--- config.mk ---
export PLATFORM = sky130hd
export DESIGN_NAME = cl_scheduler
export DESIGN_NICKNAME = d
export VERILOG_FILES = /design/src/rtl/cl_scheduler.sv
export SDC_FILE = /design/constraint.sdc
export NUM_CORES = 1
export LEC_CHECK = 0
export ABC_AREA = 0
export BUFFER_PORTS_ARGS = -buffer_cell sky130_fd_sc_hd__buf_2
export CORE_AREA = 2 2 77 79
export CTS_CLUSTER_DIAMETER = 60
export DETAILED_ROUTE_END_ITERATION = 8
export DIE_AREA = 0 0 79 81
export PLACE_DENSITY = 0.78
export SYNTH_ARGS = -nofsm -noshare
export SYNTH_HDL_FRONTEND = slang
export SYNTH_SLANG_ARGS = --single-unit
export TNS_END_PERCENT = 5
--- constraint.sdc ---
create_clock -name clk -period 3.44 [get_ports clk]
set_input_delay 0.344 -clock clk [delete_from_list [all_inputs] [get_ports clk]]
set_output_delay 0.344 -clock clk [all_outputs]
set_load 0.01 [all_outputs]
--- src/rtl/cl_scheduler.sv ---
// Purpose: control-loop table sequencer (periodic update strobe, 3-word velocity drain) plus
//          round-robin merge of two target-write requesters onto the single table write port.
// Latency: writes granted combinationally (zero cycles); tbl_update one cycle after the tick;
//          velocity words follow from the next cycle on.
// Backpressure: vel_ready low holds the current velocity word stable, and ticks that arrive
//               during that stall are dropped and flagged in overrun. Writes are never stalled
//               when they win arbitration.
// Ports: clk/N_reset; enable/period (tick timing); clear_flags; a_*/b_* write requesters;
//        tbl_* table write/update/read port; vel_* velocity stream; overrun/bad_axis sticky flags.
module cl_scheduler #(
    parameter int DATA_W   = 32,
    parameter int PERIOD_W = 16
) (
    input  logic                clk,
    input  logic                N_reset,
    input  logic                enable,
    input  logic [PERIOD_W-1:0] period,
    input  logic                clear_flags,
    input  logic                a_valid,
    output logic                a_ready,
    input  logic [1:0]          a_axis,
    input  logic [DATA_W-1:0]   a_data,
    input  logic                b_valid,
    output logic                b_ready,
    input  logic [1:0]          b_axis,
    input  logic [DATA_W-1:0]   b_data,
    output logic                tbl_update,
    output logic                tbl_we,
    output logic [1:0]          tbl_wa,
    output logic [DATA_W-1:0]   tbl_wd,
    output logic [1:0]          tbl_ra,
    input  logic [DATA_W-1:0]   tbl_rd,
    output logic                vel_valid,
    input  logic                vel_ready,
    output logic [1:0]          vel_axis,
    output logic [DATA_W-1:0]   vel_data,
    output logic                overrun,
    output logic                bad_axis
);

    typedef enum logic [1:0] {
        ST_WAIT   = 2'd0,
        ST_UPDATE = 2'd1,
        ST_DRAIN  = 2'd2
    } state_t;

    state_t              state_q, state_d;
    logic [1:0]          axis_q, axis_d;
    logic [PERIOD_W-1:0] cnt_q, cnt_d;
    logic                rr_q, rr_d;        // 0: A wins a tie, 1: B wins a tie
    logic                overrun_q, overrun_d;
    logic                bad_q, bad_d;

    logic                tick;
    logic                grant_a, grant_b;
    logic                bad_set, overrun_set;

    // Tick counter: held at period while disabled so the first enabled interval is full length.
    always_comb begin
        tick  = enable && (cnt_q == '0);
        cnt_d = cnt_q - PERIOD_W'(1);
        if (!enable || tick) begin
            cnt_d = period;
        end
    end

    // Sequencer: WAIT -> UPDATE (one strobe) -> DRAIN axis 0,1,2 -> WAIT.
    always_comb begin
        state_d    = state_q;
        axis_d     = axis_q;
        tbl_update = 1'b0;
        vel_valid  = 1'b0;
        case (state_q)
            ST_WAIT: begin
                if (tick) begin
                    state_d = ST_UPDATE;
                end
            end
            ST_UPDATE: begin
                tbl_update = 1'b1;
                state_d    = ST_DRAIN;
                axis_d     = 2'd0;
            end
            ST_DRAIN: begin
                vel_valid = 1'b1;
                if (vel_ready) begin
                    if (axis_q == 2'd2) begin
                        state_d = ST_WAIT;
                        axis_d  = 2'd0;
                    end else begin
                        axis_d = axis_q + 2'd1;
                    end
                end
            end
            default: begin
                state_d = ST_WAIT;
                axis_d  = 2'd0;
            end
        endcase
    end

    // axis_q is only non-zero while draining, so it can drive the read address directly.
    assign tbl_ra   = axis_q;
    assign vel_axis = axis_q;
    assign vel_data = vel_valid ? tbl_rd : '0;

    // Write arbitration: a lone requester always wins; on a tie the rr pointer decides.
    always_comb begin
        grant_a = a_valid && (!b_valid || !rr_q);
        grant_b = b_valid && (!a_valid ||  rr_q);
        a_ready = grant_a;
        b_ready = grant_b;
        tbl_we  = 1'b0;
        tbl_wa  = 2'd0;
        tbl_wd  = '0;
        bad_set = 1'b0;
        rr_d    = rr_q;
        if (grant_a) begin
            tbl_wa  = a_axis;
            tbl_wd  = a_data;
            tbl_we  = (a_axis != 2'd3);
            bad_set = (a_axis == 2'd3);
            rr_d    = 1'b1;
        end else if (grant_b) begin
            tbl_wa  = b_axis;
            tbl_wd  = b_data;
            tbl_we  = (b_axis != 2'd3);
            bad_set = (b_axis == 2'd3);
            rr_d    = 1'b0;
        end
    end

    // Sticky flags: a set in the same cycle as clear_flags wins.
    always_comb begin
        overrun_set = tick && (state_q != ST_WAIT);
        overrun_d   = overrun_set || (overrun_q && !clear_flags);
        bad_d       = bad_set     || (bad_q     && !clear_flags);
    end

    assign overrun  = overrun_q;
    assign bad_axis = bad_q;

    always_ff @(posedge clk or negedge N_reset) begin
        if (!N_reset) begin
            state_q   <= ST_WAIT;
            axis_q    <= 2'd0;
            cnt_q     <= '0;
            rr_q      <= 1'b0;
            overrun_q <= 1'b0;
            bad_q     <= 1'b0;
        end else begin
            state_q   <= state_d;
            axis_q    <= axis_d;
            cnt_q     <= cnt_d;
            rr_q      <= rr_d;
            overrun_q <= overrun_d;
            bad_q     <= bad_d;
        end
    end

endmodule

==> metrics <==
Leak 1.69 nW; cts hold-fix bufs 0; # DRC 0; top cells by area, synth dfrtp_1, a22o_1, and2_1, mux2_4, xnor2_1; DRT Wirelength 6.71 mm; Overall Power 0.973 mW; fin cells 459; pin slew with the least headroom to its limit 1.09 ns; Crit path max-delay family buffers and inverters; final worst slack 0.787 ns; synth unique cells 39; Worst Path Max Fanout 36; H-tree depth 1; slew margin rel. 0.267; Yosys Warn Count 0; Hold Vio Cnt, Final 0; clock sinks 23; Synthesized Nets 317; share of cells above drive strength 1 0.581; most common cell after layout, fill and taps aside buf_2; Final setup violation count 0; CP Launch Point rr_q; TNS Setup 0 ns; Initial Utilization 0.324; RSZ-0062 raised after global routing false; Mapped Cells 192; cell taking the most area after synthesis dfrtp_1; fin crit period 2.65 ns; wire length of the first global-routing pass 9.22 mm; Via-to-Cell Ratio 4.90; initial antenna violation count 0; setup bufs post-CTS 0; post-synthesis sequential area ratio 0.313; Worst Path Class, Setup flip-flop to primary output; PortBufs 199; clk_lat worst skew 0.27 ns; IO Count 200; clk_skew 0.00417 ns; launching point of the worst reg2reg path cnt_q[0]; GP Congestion 0.925; # resized after CTS 0; syn avg cell area 9.59 um2; Routed Antenna Nets 0; Final nets 510; highest-count cells in the layout ignoring fill and taps buf_2, a22o_1, and2_1, dfrtp_1; die width 79 um; fillers 565; Slew Viols, Final 0; CP Capture Type primary output; Max Cap Viol 0; crit path launch type flip-flop; initial DRC count 84; vias in the first global route 1950; Area growth syn-to-layout 58.3%; slowest CP cell clkinv_1; PwrDens 334 nW/um2; CP arrival 2.31 ns; CTS tree yes; FMAX 0.377 GHz; Mapped Area 1840 um2; count of state elements after synthesis 23; die footprint 6400 um2; post-layout util 0.513; num rows 28; Setup Slack @ Placement 1.11 ns; Largest stage delay, worst path 0.74 ns; first-pass iteration count of the detailed router 4; Wirelength per Cell 14.6 um; CP Cell Sequence inv_1, nand2_1, nand2_1, clkinv_1, a22o_1, buf_2; ANT cells 0; CORE AREA 5680 um2; cell mode on critical path nand2_1; clk buf depth 2; data required time of the worst path 3.10 ns; status completed; WP buf/inv 3; largest net degree at the start of global routing 38; GRT overflow 0; via count 2247; Final period util 0.771; peak supply drop 0.181 mV; chip height 81 um; share of the synthesized area in the top cell type 0.313; CTS Root Cell clkbuf_8; HPWL Detailed 5.58 mm; Worst-path clk slew 0.08 ns; min-delay worst type primary input to asynchronous set/reset pin; GR Util All Layers 0.187; Num CTS Buffers 3; Inst Count DP 455
==> final cells by class <==
type	instances	area, um2	area share
repair buffers	201	1010	0.347
well taps	75	93.8	0.0322
flip-flops and latches	23	576	0.198
multi-input cells	148	1160	0.398
clock buffers	4	45.0	0.0155
inverters	8	30.0	0.0103
==> flip-flops by register name (all words and copies together) (netlist names) <==
register,flops
rr_q,1
overrun,1
tbl_ra,2
cnt_q,16
state_q,2
bad_axis,1
==> layer usage <==
metal	global-route usage	part of all wire
met5	0	0
met4	0.0897	0.036
met3	0.0522	0.091
met2	0.341	0.51
met1	0.200	0.36
==> stage by stage <==
| step | hold WS, ns | cell area, um2 |
|---|---|---|
| floorplan | 0.0484 | 1840 |
| global placement | 0.339 | 2870 |
| detailed placement | 0.344 | 2870 |
| CTS | 0.0535 | 2910 |
| global route | 0.0694 | 2910 |
| finish | 0.0373 | 2910 |
==> synth_stat cells <==
cell type / n
o21ai_0: 2
xnor2_1: 8
buf_4: 2
nand4_1: 3
or4_2: 1
a21oi_1: 2
ha_1: 2
nand3_1: 3
o31ai_1: 1
a21boi_1: 1
o41a_1: 1
buf_12: 1
mux2i_1: 1
nor2_1: 7
nand4b_1: 1
o41ai_1: 1
or4_1: 1
inv_1: 7
nor3b_1: 2
a22o_1: 35
mux2_4: 9
nor2b_1: 2
or4_4: 1
o32ai_1: 1
xor2_1: 4
o221ai_1: 1
buf_6: 1
mux2_2: 6
nor3_2: 1
nor3_1: 3
nand2_1: 9
nor4_1: 4
dfrtp_1: 23
or4b_1: 1
nand3b_1: 1
clkbuf_1: 9
and2_1: 32
clkinv_1: 1
a21o_1: 1
==> logic make-up after synthesis <==
| family | after synthesis | synth area share |
|---|---|---|
| AND/OR/NAND/NOR | 72 | 0.231 |
| XOR/XNOR | 12 | 0.0571 |
| buffers and inverters | 21 | 0.0598 |
| multiplexers | 16 | 0.116 |
| adder cells (fa/ha/maj) | 2 | 0.0136 |
| flip-flops | 23 | 0.313 |
| AO/OA/AOI/OAI | 46 | 0.210 |
==> power by group <==
part	internal, mW	total [mW]	switching (mW)	leakage [nW]
Sequential	0.311	0.361	0.0498	0.278
Combinational	0.229	0.445	0.216	1.39
Clock	0.0828	0.167	0.0842	0.0228
Total	0.624	0.973	0.350	1.69
==> final timing paths <==
kind | to | slack, ns | depth (start not counted)
max in group asynchronous | cnt_q[10] | 3.05 | 1
min | cnt_q[5] | 0.04 | 1
max reg2reg | cnt_q[9] | 1.11 | 5
min reg2reg | tbl_ra[0] | 0.52 | 1
max | tbl_wd[29] | 0.79 | 6
min in group clk | overrun | 0.28 | 2
(Power assumes the default switching activity.)
